## config.mk

```make
export PLATFORM = sky130hd
export DESIGN_NAME = tx_dac_pacer
export DESIGN_NICKNAME = d
export VERILOG_FILES = /design/src/rtl/tx_dac_pacer_pkg.sv /design/src/rtl/tx_rate_strobe.sv /design/src/rtl/tx_dac_pacer.sv
export SDC_FILE = /design/constraint.sdc
export NUM_CORES = 1
export LEC_CHECK = 0
export ABC_AREA = 0
export ABC_CLOCK_PERIOD_IN_PS = 10830
export BUFFER_PORTS_ARGS = -buffer_cell sky130_fd_sc_hd__buf_2
export CAP_MARGIN = 20
export CORE_ASPECT_RATIO = 0.9
export CORE_MARGIN = 1
export CORE_UTILIZATION = 40
export DETAILED_ROUTE_END_ITERATION = 12
export SYNTH_ARGS = -nofsm -noshare
export SYNTH_HDL_FRONTEND = slang
export SYNTH_SLANG_ARGS = --single-unit
export TNS_END_PERCENT = 1
```

## constraint.sdc

```tcl
create_clock -name clk -period 10.83 [get_ports clk]
set_input_delay 2.166 -clock clk [delete_from_list [all_inputs] [get_ports clk]]
set_output_delay 2.166 -clock clk [all_outputs]
set_load 0.05 [all_outputs]
```

## src/rtl/tx_dac_pacer_pkg.sv

```systemverilog
// Shared types and constants for the TX DAC pacing stage.
package tx_dac_pacer_pkg;

  // Ramp state machine encoding.
  typedef enum logic [1:0] {
    IDLE      = 2'd0,
    RAMP_UP   = 2'd1,
    ON        = 2'd2,
    RAMP_DOWN = 2'd3
  } pacer_state_t;

  // Gain spans 0..2^MAX_RAMP_LOG2, so it needs one bit more than the log.
  localparam int GAIN_W        = 9;
  localparam int MAX_RAMP_LOG2 = 8;
  localparam int RAMP_LOG2_W   = 4;

  // Limit a requested ramp length exponent to the largest supported ramp.
  function automatic logic [RAMP_LOG2_W-1:0] clamp_ramp_log2(input logic [RAMP_LOG2_W-1:0] k);
    return (k > RAMP_LOG2_W'(MAX_RAMP_LOG2)) ? RAMP_LOG2_W'(MAX_RAMP_LOG2) : k;
  endfunction

endpackage

```

## src/rtl/tx_rate_strobe.sv

```systemverilog
// Phase accumulator that emits a registered one-cycle strobe on each carry-out.
// Strobe rate is f_clk * rate_step / 2^ACC_WIDTH; rate_step = 0 stops it.
module tx_rate_strobe #(
  parameter int ACC_WIDTH = 16
) (
  input  logic                 clk,
  input  logic                 rstn,
  input  logic [ACC_WIDTH-1:0] rate_step,
  output logic                 strobe
);

  logic [ACC_WIDTH-1:0] acc;
  logic [ACC_WIDTH:0]   acc_sum;

  assign acc_sum = {1'b0, acc} + {1'b0, rate_step};

  // Advance the phase every cycle; the carry becomes next cycle's strobe.
  always_ff @(posedge clk or negedge rstn) begin
    if (!rstn) begin
      acc    <= '0;
      strobe <= 1'b0;
    end else begin
      acc    <= acc_sum[ACC_WIDTH-1:0];
      strobe <= acc_sum[ACC_WIDTH];
    end
  end

endmodule

```

## src/rtl/tx_dac_pacer.sv

```systemverilog
// Paces TX I/Q samples to the DAC at a programmable rate and applies a
// linear power ramp at burst start and end, keyed on tx_active.
//
// Upstream handshake: the source is first-word-fall-through. wifi_iq_ready
// is a one-cycle request strobe; the sample on wifi_iq_pack is consumed on
// the clock edge that ends the cycle in which wifi_iq_ready is high. If
// wifi_iq_valid is low in that cycle, a zero sample is substituted and, when
// the burst is live, counted as an underrun. Output: dac_valid pulses one
// cycle per sample two cycles after the request; dac_i/dac_q hold otherwise.
module tx_dac_pacer
  import tx_dac_pacer_pkg::*;
#(
  parameter int IQ_DATA_WIDTH = 16,
  parameter int ACC_WIDTH     = 16
) (
  input  logic                            clk,
  input  logic                            rstn,
  input  logic [ACC_WIDTH-1:0]            rate_step,
  input  logic [RAMP_LOG2_W-1:0]          ramp_len_log2,
  input  logic                            iq_swap,
  input  logic                            tx_active,
  input  logic [2*IQ_DATA_WIDTH-1:0]      wifi_iq_pack,
  input  logic                            wifi_iq_valid,
  output logic                            wifi_iq_ready,
  output logic signed [IQ_DATA_WIDTH-1:0] dac_i,
  output logic signed [IQ_DATA_WIDTH-1:0] dac_q,
  output logic                            dac_valid,
  output logic                            busy,
  output logic [15:0]                     underrun_cnt,
  input  logic                            underrun_clr,
  output pacer_state_t                    dbg_state
);

  localparam int                PROD_W = IQ_DATA_WIDTH + GAIN_W;
  localparam logic [GAIN_W-1:0] G_ONE  = GAIN_W'(1);

  logic                            strobe;
  pacer_state_t                    state, state_nxt;
  logic [GAIN_W-1:0]               gain, gain_nxt, gain_inc, gain_dec, gain_full;
  logic [RAMP_LOG2_W-1:0]          k_in, k_lat, k_eff;
  logic signed [IQ_DATA_WIDTH-1:0] cap_i, cap_q;
  logic                            cap_vld;
  logic signed [PROD_W-1:0]        prod_i, prod_q;
  logic                            underrun_evt;

  tx_rate_strobe #(.ACC_WIDTH(ACC_WIDTH)) u_rate_strobe (
    .clk       (clk),
    .rstn      (rstn),
    .rate_step (rate_step),
    .strobe    (strobe)
  );

  assign wifi_iq_ready = strobe;
  assign busy          = (state != IDLE);
  assign dbg_state     = state;

  // Ramp length is sampled live while idle and frozen for the whole burst.
  assign k_in      = clamp_ramp_log2(ramp_len_log2);
  assign k_eff     = (state == IDLE) ? k_in : k_lat;
  assign gain_full = G_ONE << k_eff;
  assign gain_inc  = gain + G_ONE;
  assign gain_dec  = gain - G_ONE;

  // Next state and gain; transitions only happen on strobe cycles.
  always_comb begin
    state_nxt = state;
    gain_nxt  = gain;
    if (strobe) begin
      case (state)
        IDLE: begin
          gain_nxt = '0;
          if (tx_active) begin
            gain_nxt  = G_ONE;
            state_nxt = (k_eff == '0) ? ON : RAMP_UP;
          end
        end
        RAMP_UP: begin
          if (!tx_active) begin
            gain_nxt  = gain_dec;
            state_nxt = (gain == G_ONE) ? IDLE : RAMP_DOWN;
          end else begin
            gain_nxt = gain_inc;
            if (gain_inc == gain_full) state_nxt = ON;
          end
        end
        ON: begin
          gain_nxt = gain_full;
          if (!tx_active) begin
            gain_nxt  = gain_full - G_ONE;
            state_nxt = (k_eff == '0) ? IDLE : RAMP_DOWN;
          end
        end
        RAMP_DOWN: begin
          if (tx_active) begin
            gain_nxt  = gain_inc;
            state_nxt = (gain_inc == gain_full) ? ON : RAMP_UP;
          end else begin
            gain_nxt = gain_dec;
            if (gain == G_ONE) state_nxt = IDLE;
          end
        end
        default: begin
          state_nxt = IDLE;
          gain_nxt  = '0;
        end
      endcase
    end
  end

  // State, gain and latched ramp length registers.
  always_ff @(posedge clk or negedge rstn) begin
    if (!rstn) begin
      state <= IDLE;
      gain  <= '0;
      k_lat <= '0;
    end else begin
      state <= state_nxt;
      gain  <= gain_nxt;
      if (state == IDLE && state_nxt != IDLE) k_lat <= k_in;
    end
  end

  // Capture the requested sample (zero if absent), with optional I/Q swap.
  always_ff @(posedge clk or negedge rstn) begin
    if (!rstn) begin
      cap_i   <= '0;
      cap_q   <= '0;
      cap_vld <= 1'b0;
    end else begin
      cap_vld <= strobe;
      if (strobe) begin
        if (!wifi_iq_valid) begin
          cap_i <= '0;
          cap_q <= '0;
        end else if (iq_swap) begin
          cap_i <= wifi_iq_pack[2*IQ_DATA_WIDTH-1:IQ_DATA_WIDTH];
          cap_q <= wifi_iq_pack[IQ_DATA_WIDTH-1:0];
        end else begin
          cap_i <= wifi_iq_pack[IQ_DATA_WIDTH-1:0];
          cap_q <= wifi_iq_pack[2*IQ_DATA_WIDTH-1:IQ_DATA_WIDTH];
        end
      end
    end
  end

  // Signed sample times unsigned gain; the shift by k floors toward -inf.
  assign prod_i = cap_i * $signed({1'b0, gain});
  assign prod_q = cap_q * $signed({1'b0, gain});

  // Output register: updates once per captured sample, holds in between.
  always_ff @(posedge clk or negedge rstn) begin
    if (!rstn) begin
      dac_i     <= '0;
      dac_q     <= '0;
      dac_valid <= 1'b0;
    end else begin
      dac_valid <= cap_vld;
      if (cap_vld) begin
        dac_i <= IQ_DATA_WIDTH'(prod_i >>> k_lat);
        dac_q <= IQ_DATA_WIDTH'(prod_q >>> k_lat);
      end
    end
  end

  assign underrun_evt = strobe && !wifi_iq_valid && (state_nxt != IDLE);

  // Saturating underrun counter; a clear beats a same-cycle increment.
  always_ff @(posedge clk or negedge rstn) begin
    if (!rstn) begin
      underrun_cnt <= '0;
    end else if (underrun_clr) begin
      underrun_cnt <= '0;
    end else if (underrun_evt && underrun_cnt != 16'hFFFF) begin
      underrun_cnt <= underrun_cnt + 16'd1;
    end
  end

endmodule
```

==> implementation parameters, run 1 <==
Parameter                              Value

Status
  Outcome    finished, final reports clean

CTS
  Cell at the root of the clock tree    clkbuf_16
  H-tree levels    4
  Count of clock tree sinks    around 110
  Clock Pin Slew Worst Setup and Hold Paths    roughly 60 ps
  CTS Buf Count    17
  Number of buffers between clock root and the deepest sink    2
  Number of hold-repair buffers added at the cts stage    0
  CTS tree    done
  Buffer count from post-CTS setup fixing    0
  Source-to-sink clock delay at the later pin of the worst-skew pair    around 430 ps
  Cells resized by post-CTS repair    0

Floorplan
  Top-Level Pins    between 100 and 150
  Core region area    ~47000 µm²
  Row count    75
  Width of the die    approximately 230 µm
  Die Ht    208.6 µm
  Initial cell density of the core    0.4058
  Die area    48280 µm²

Final layout
  Diode insertion count for antenna repair    0
  Net count of the finished layout    2560
  Share of layout cells above drive strength 1    0.1072
  Synthesis-to-finish area growth    7.951%
  Post-Route Utilization    0.4380
  Number of filler instances in the final layout    roughly 4600

Route
  Avg Vias per Cell    approximately 5.6
  Met3 routed wirelength    about 2300 µm
  Number of remaining DRC errors    0
  DRT met1 WL    22970 µm
  Top layer used by detailed routing    met4
  Number of antenna-violating nets in the routed design    0
  Drt initial violations    ~1100
  Average wire per cell in the routed design    18.97 µm
  Detailed route wirelength on metal2    25890 µm
  Number of search-and-repair iterations in the first detailed-routing pass    5
  Detailed Route WL    about 52000 µm
  Vias    about 16000

Global route
  Final global-route overflow total    0
  GR Util All Layers    0.2274
  Initial antenna violation count    0
  Pin count of the biggest net entering global routing    62
  Via count of the first global-routing pass    16430
  First-pass GRT wire length    between 80000 and 90000 µm

Critical path
  Worst path buffer plus inverter count    2
  Crit path DAT    roughly 7300 ps
  Crit-path max FO    32
  Cell at the slowest stage of the critical path    fa_1
  Critical Path Start Type    flip-flop
  Kind of cell with the highest combined delay on the critical path    adder cells
  Critical Path RT    11170 ps
  CP dominant cell by count    fa_1
  Category of the critical setup timing path    reg -> reg
  Kind of end point of the critical path    flip-flop
  Cells along the critical path    buf_4 > nand2_1 > fa_1 > fa_1 > fa_1 > fa_1 > inv_1 > fa_1 > ha_1 > a21o_1 > nor4b_1 > o21ai_0 > o32ai_1 > xor2_1 > a221oi_1 > mux2i_1 > a2bb2oi_1 > o221ai_1
  Maximum cell stage delay along the critical path    ~660 ps

Yosys
  Cell types occupying the most area after synthesis    fa_1 (25%), dfrtp_1 (15%), ha_1 (8.5%), nand2_1 (5.7%), inv_1 (4.7%)
  Number of enable flip-flop cells after synthesis    0
  Yosys warnings    0
  Predominant post-synthesis flop cell    dfrtp_1
  Proportion of synthesized chip area in sequential cells    0.1504
  Synthesized instance count    ~2100
  Synth area leader    fa_1
  List of most frequent post-synthesis cells    nand2_1 (289), fa_1 (239), inv_1 (239), ha_1 (129), and2_1 (121)
  Share of synthesized registers carrying an async set or reset    1.000
  Synth Net Count    between 2000 and 3000
  Register bit count reported by yosys    114
  Area share of the largest cell type after synthesis    0.2523
  Average size of a mapped cell    8.877 µm²
  Netlist area before placement    approximately 19000 µm²
  Number of distinct library cell variants in the gate-level netlist after synthesis    94
  Most frequently used cell type in the post-synthesis netlist    nand2_1

Placed design
  Weighted congestion at the end of routability-driven global placement    approximately 0.9
  Buffers added on ports    between 100 and 150
  Detail Placement HPWL    around 40000 µm

Min path
  Class of the worst hold path    reg -> reg

Run
  Count of maximum capacitance violations    0

STA
  Tcrit/Tclk final    0.6432
  Max-slew violation total from the final report    0
  Final critical delay including setup and external delays    ~7000 ps
  Rel. slew slack    0.3599
  Final setup TNS    0 ps
  Number of hold violations in the final report    0
  Worst-case clock skew    roughly 9.3 ps
  Slew of the pin with the lowest slew margin    roughly 960 ps
  Setup violations, final    0
  Highest achievable clock rate    around 140 MHz
  Unrepaired setup endpoints after global routing    false
==> layout by cell type, fill, tap and decap left out, types with 17 or more instances in the layout <==
master / netlist / layout
buf_2: 2 / 109
buf_4: 2 / 18
xnor2_1: 55 / 55
dfrtp_1: 114 / 111
nand2_1: 289 / 289
nor3_1: 23 / 23
ha_1: 129 / 129
a21o_1: 37 / 37
mux2_2: 26 / 26
a21oi_1: 80 / 80
a211oi_1: 26 / 26
nand3_1: 40 / 40
fa_1: 239 / 239
clkbuf_16: 0 / 17
o21ai_0: 45 / 45
xor2_1: 37 / 37
nor2_1: 100 / 100
o2bb2ai_1: 34 / 34
inv_1: 239 / 239
mux2i_1: 69 / 69
and2_1: 121 / 121
==> worst reg2reg max path, delay by kind of cell (launching register included) <==
kind	cells	cell delay, ps
AO/OA/AOI/OAI	6	1840
XOR/XNOR	1	200
adder cells (fa/ha/maj)	6	2990
buffers and inverters	2	530
flip-flops	1	490
multiplexers	1	280
AND/OR/NAND/NOR	2	540
==> cell families after synthesis <==
kind of cell	share of synthesized area
compound gates	0.1588
xor+xnor	0.04335
fa+ha+maj	0.3374
buf+inv	0.07898
flops	0.1504
mux	0.06691
simple gates	0.1640
==> layer usage <==
metal  vias up  track usage
met5         -            0
met4         0      0.07011
met3        80      0.02604
met2       393       0.3884
met1      7810       0.3000
li1       7229            -
==> per-stage QoR <==
stage	hold slack (ps)	setup WS [ps]	std cells	cell area (µm²)
2_1_floorplan	430.7	4523	2136	18960
3_3_place_gp	452.7	4043	2731	19830
6_report	467.4	3864	2762	20470
4_1_cts	475.5	3966	2762	20470
3_5_place_dp	460.5	4010	2731	19830
5_1_grt	484.1	3470	2762	20470
==> registers in the layout (all words and copies together), names as in the netlist <==
register / flops
cap_q: 16
cap_i: 16
u_rate_strobe.acc: 16
k_lat: 4
dac_i: 16
dbg_state: 2
cap_vld: 1
underrun_cnt: 16
dac_valid: 1
u_rate_strobe.strobe: 1
dac_q: 16
gain: 9
==> area by class of cell <==
type	count	area, µm²	area share
Clock buffer	20	466.7	0.02280
Clock inverter	11	175.2	0.008557
Inverter	242	908.4	0.04438
Multi-Input combinational cell	1632	14610	0.7138
Sequential cell	114	2856	0.1395
Tap cell	616	770.7	0.03765
Timing Repair Buffer	127	680.7	0.03325
==> worst paths after layout <==
kind,from,endpoint,slack [ps],cells after the start
min reg2reg,u_rate_strobe.acc[0]$_DFF_PN0_,u_rate_strobe.acc[0]$_DFF_PN0_,470,1
min in group asynchronous,rstn,dac_i[2]$_DFFE_PN0P_,1820,1
min,u_rate_strobe.acc[0]$_DFF_PN0_,u_rate_strobe.acc[0]$_DFF_PN0_,470,1
max in group asynchronous,rstn,k_lat[1]$_DFFE_PN0P_,7700,2
max reg2reg,gain[2]$_DFFE_PN0P_,dac_i[14]$_DFFE_PN0P_,3860,18
max,gain[2]$_DFFE_PN0P_,dac_i[14]$_DFFE_PN0P_,3860,18
Power of run 1 is not shown: default switching activity piles up to over one toggle a cycle in this logic, so the estimate is an artifact.
==> run 2, diff against run 1 <==
ABC_CLOCK_PERIOD_IN_PS = 6300   (was 10830)
clock period = 6.3 ns   (was 10.83 ns; I/O delays follow)
==> run 2 against run 1 <==
Non-clock buffer count up 106; critical endpoint unchanged; die area unchanged; final cell count up 3.9%; sequential share of layout area down 0.58 points; clock skew about the same; cell area up 4.5%; hold slack better by 2.2 ps; via count up 4.1%; worst setup slack worse by 3700 ps; routed wire length up 1.9%; critical path depth unchanged; maximum frequency up 14%.
==> implementation parameters, run 2 (same netlist as run 1, synthesis figures left out) <==
Parameter                              Value

CTS
  CTS Buf Count    17 (unchanged)
  H-tree levels    4 (unchanged)
  Number of hold-repair buffers added at the cts stage    0 (unchanged)
  Cell at the root of the clock tree    clkbuf_16 (unchanged)
  Source-to-sink clock delay at the later pin of the worst-skew pair    430 ps (about the same)
  Clock Pin Slew Worst Setup and Hold Paths    60 ps (about the same)
  Count of clock tree sinks    114 (unchanged)
  CTS tree    done (unchanged)
  Number of buffers between clock root and the deepest sink    2 (unchanged)

Critical path
  Critical Path RT    6580 ps (was 11170 ps)
  Worst r2r src    cap_i[13]$_DFFE_PN0P_ (was gain[2]$_DFFE_PN0P_)
  Kind of cell with the highest combined delay on the critical path    adder cells (unchanged)
  Category of the critical setup timing path    reg -> reg (unchanged)
  Worst path buffer plus inverter count    2 (unchanged)
  Levels on crit path    18 (unchanged)
  Crit-path max FO    10 (was 32)
  Maximum cell stage delay along the critical path    550 ps (was 660 ps)
  Crit path DAT    6380 ps (was 7300 ps)
  Depth of the most critical reg-to-reg path    18 (unchanged)
  Critical Path Start Type    flip-flop (unchanged)
  CP dominant cell by count    fa_1 (unchanged)
  Destination of the worst register-to-register timing path    dac_i[14]$_DFFE_PN0P_ (unchanged)
  Cells along the critical path    and2_1 > fa_1 > inv_1 > fa_1 > fa_1 > fa_1 > inv_1 > fa_1 > ha_1 > a21oi_1 > nor4b_1 > o21ai_1 > o32ai_2 > xor2_1 > a221oi_1 > mux2i_1 > a2bb2oi_2 > o221ai_1 (was buf_4 > nand2_1 > fa_1 > fa_1 > fa_1 > fa_1 > inv_1 > fa_1 > ha_1 > a21o_1 > nor4b_1 > o21ai_0 > o32ai_1 > xor2_1 > a221oi_1 > mux2i_1 > a2bb2oi_1 > o221ai_1)
  Kind of end point of the critical path    flip-flop (unchanged)
  Setup slack on the worst flop-to-flop path    200 ps (was 3860 ps)
  Cell at the slowest stage of the critical path    dfrtp_1 (was fa_1)

Floorplan
  Width of the die    231.5 µm (unchanged)
  Core region area    46730 µm² (unchanged)
  Top-Level Pins    111 (unchanged)
  Die area    48280 µm² (unchanged)
  Initial cell density of the core    0.4058 (unchanged)
  Row count    75 (unchanged)
  Die Ht    208.6 µm (unchanged)

Placed design
  Detail Placement HPWL    42070 µm (was 39810 µm)
  Setup WS pre-CTS    36.83 ps (was 4010 ps)
  Buffers added on ports    110 (unchanged)
  Weighted congestion at the end of routability-driven global placement    0.8954 (was 0.8888)

STA
  Max-slew violation total from the final report    0 (unchanged)
  Final WS setup    202.2 ps (was 3864 ps)
  Rel. slew slack    0.3345 (was 0.3599)
  Tcrit/Tclk final    0.9679 (was 0.6432)
  Highest achievable clock rate    164.0 MHz (was 143.6 MHz)
  Unrepaired setup endpoints after global routing    true (was false)
  Final setup TNS    0 ps (unchanged)
  Slew of the pin with the lowest slew margin    998.3 ps (was 960.2 ps)
  Setup violations, final    0 (unchanged)
  Number of hold violations in the final report    0 (unchanged)
  Worst-case clock skew    9.791 ps (was 9.291 ps)
  Final critical delay including setup and external delays    6098 ps (was 6966 ps)

Final layout
  Synthesis-to-finish area growth    12.85% (was 7.951%)
  Number of filler instances in the final layout    4585 (was 4605)
  Most common library cell in the layout ignoring fill and taps    nand2_1 (unchanged)
  Commonest non-fill, non-tap cells in the layout    nand2_1 (289), inv_1 (239), fa_1 (239) (unchanged)
  Net count of the finished layout    2666 (was 2560)
  Diode insertion count for antenna repair    0 (unchanged)
  Share of layout cells above drive strength 1    0.1558 (was 0.1072)

Route
  Detailed Route WL    53370 µm (was 52380 µm)
  Vias    16150 (was 15510)
  Drt initial violations    1084 (was 1098)
  Number of antenna-violating nets in the routed design    0 (unchanged)
  Average wire per cell in the routed design    18.60 µm (was 18.97 µm)
  Number of remaining DRC errors    0 (unchanged)
  Avg Vias per Cell    5.627 (was 5.616)
  Number of search-and-repair iterations in the first detailed-routing pass    5 (unchanged)

Global route
  First-pass GRT wire length    89000 µm (was 87290 µm)
  Via count of the first global-routing pass    16860 (was 16430)
  Initial antenna violation count    0 (unchanged)
  Final global-route overflow total    0 (unchanged)
  Pin count of the biggest net entering global routing    62 (unchanged)
  GR Util All Layers    0.2313 (was 0.2274)

Min path
  Capture endpoint of the worst hold path    u_rate_strobe.acc[0]$_DFF_PN0_ (unchanged)
  Depth of the worst hold-timing path    1 (unchanged)
  Hold_sp    u_rate_strobe.acc[0]$_DFF_PN0_ (unchanged)
  Class of the worst hold path    reg -> reg (unchanged)

Run
  Count of maximum capacitance violations    0 (unchanged)

Status
  Outcome    finished, final reports clean (unchanged)
-- run 2: routing by layer --
| layer | wire [µm] | track usage | up-vias |
|---|---|---|---|
| met1 | 23160 | 0.3039 | 8227 |
| met3 | 2065 | 0.01919 | 60 |
| met2 | 27070 | 0.4053 | 419 |
| met4 | 1083 | 0.06394 | 0 |
| li1 | - | - | 7439 |
| met5 | 0 | 0 | - |
-- run 2: final cells by class --
cell class | count | area [µm²] | area share
multi-input cells | 1632 | 14690 | 0.6863
flip-flops and latches | 114 | 2861 | 0.1337
repair buffers | 233 | 1580 | 0.07385
inverters | 242 | 908.4 | 0.04245
well taps | 616 | 770.7 | 0.03602
clock buffers | 19 | 442.9 | 0.02070
clock inverters | 13 | 148.9 | 0.006958
-- run 2: metrics by stage --
| step | utilization | instances | instance area (µm²) | hold WS (ps) |
|---|---|---|---|---|
| after floorplan | - | 2136 | 18960 | 430.7 |
| after global placement | 0.4433 | 2836 | 20710 | 452.4 |
| after detailed placement | 0.4433 | 2836 | 20710 | 461.1 |
| after CTS | 0.4559 | 2868 | 21310 | 474.8 |
| after global routing | 0.4579 | 2869 | 21400 | 486.9 |
| final | 0.4579 | 2869 | 21400 | 469.6 |
-- run 2: how the worst max path moves through the flow --
stage,startpoint,to,slack (ps)
5_1_grt,gain[6]$_DFFE_PN0P_,dac_i[14]$_DFFE_PN0P_,-70
3_3_place_gp,cap_i[15]$_DFFE_PN0P_,dac_i[11]$_DFFE_PN0P_,130
6_report,cap_i[13]$_DFFE_PN0P_,dac_i[14]$_DFFE_PN0P_,200
4_1_cts,cap_i[15]$_DFFE_PN0P_,dac_i[11]$_DFFE_PN0P_,10
3_5_place_dp,cap_i[15]$_DFFE_PN0P_,dac_i[11]$_DFFE_PN0P_,40
2_1_floorplan,gain[3]$_DFFE_PN0P_,dac_i[8]$_DFFE_PN0P_,70
-- run 2: what timing repair did --
action | 4_1_cts | 5_1_grt
gates resized for setup | 0 | 24
setup buffers | 0 | 1
setup endpoints to repair | 0 | 29
Power of run 2 is left out for the same reason.
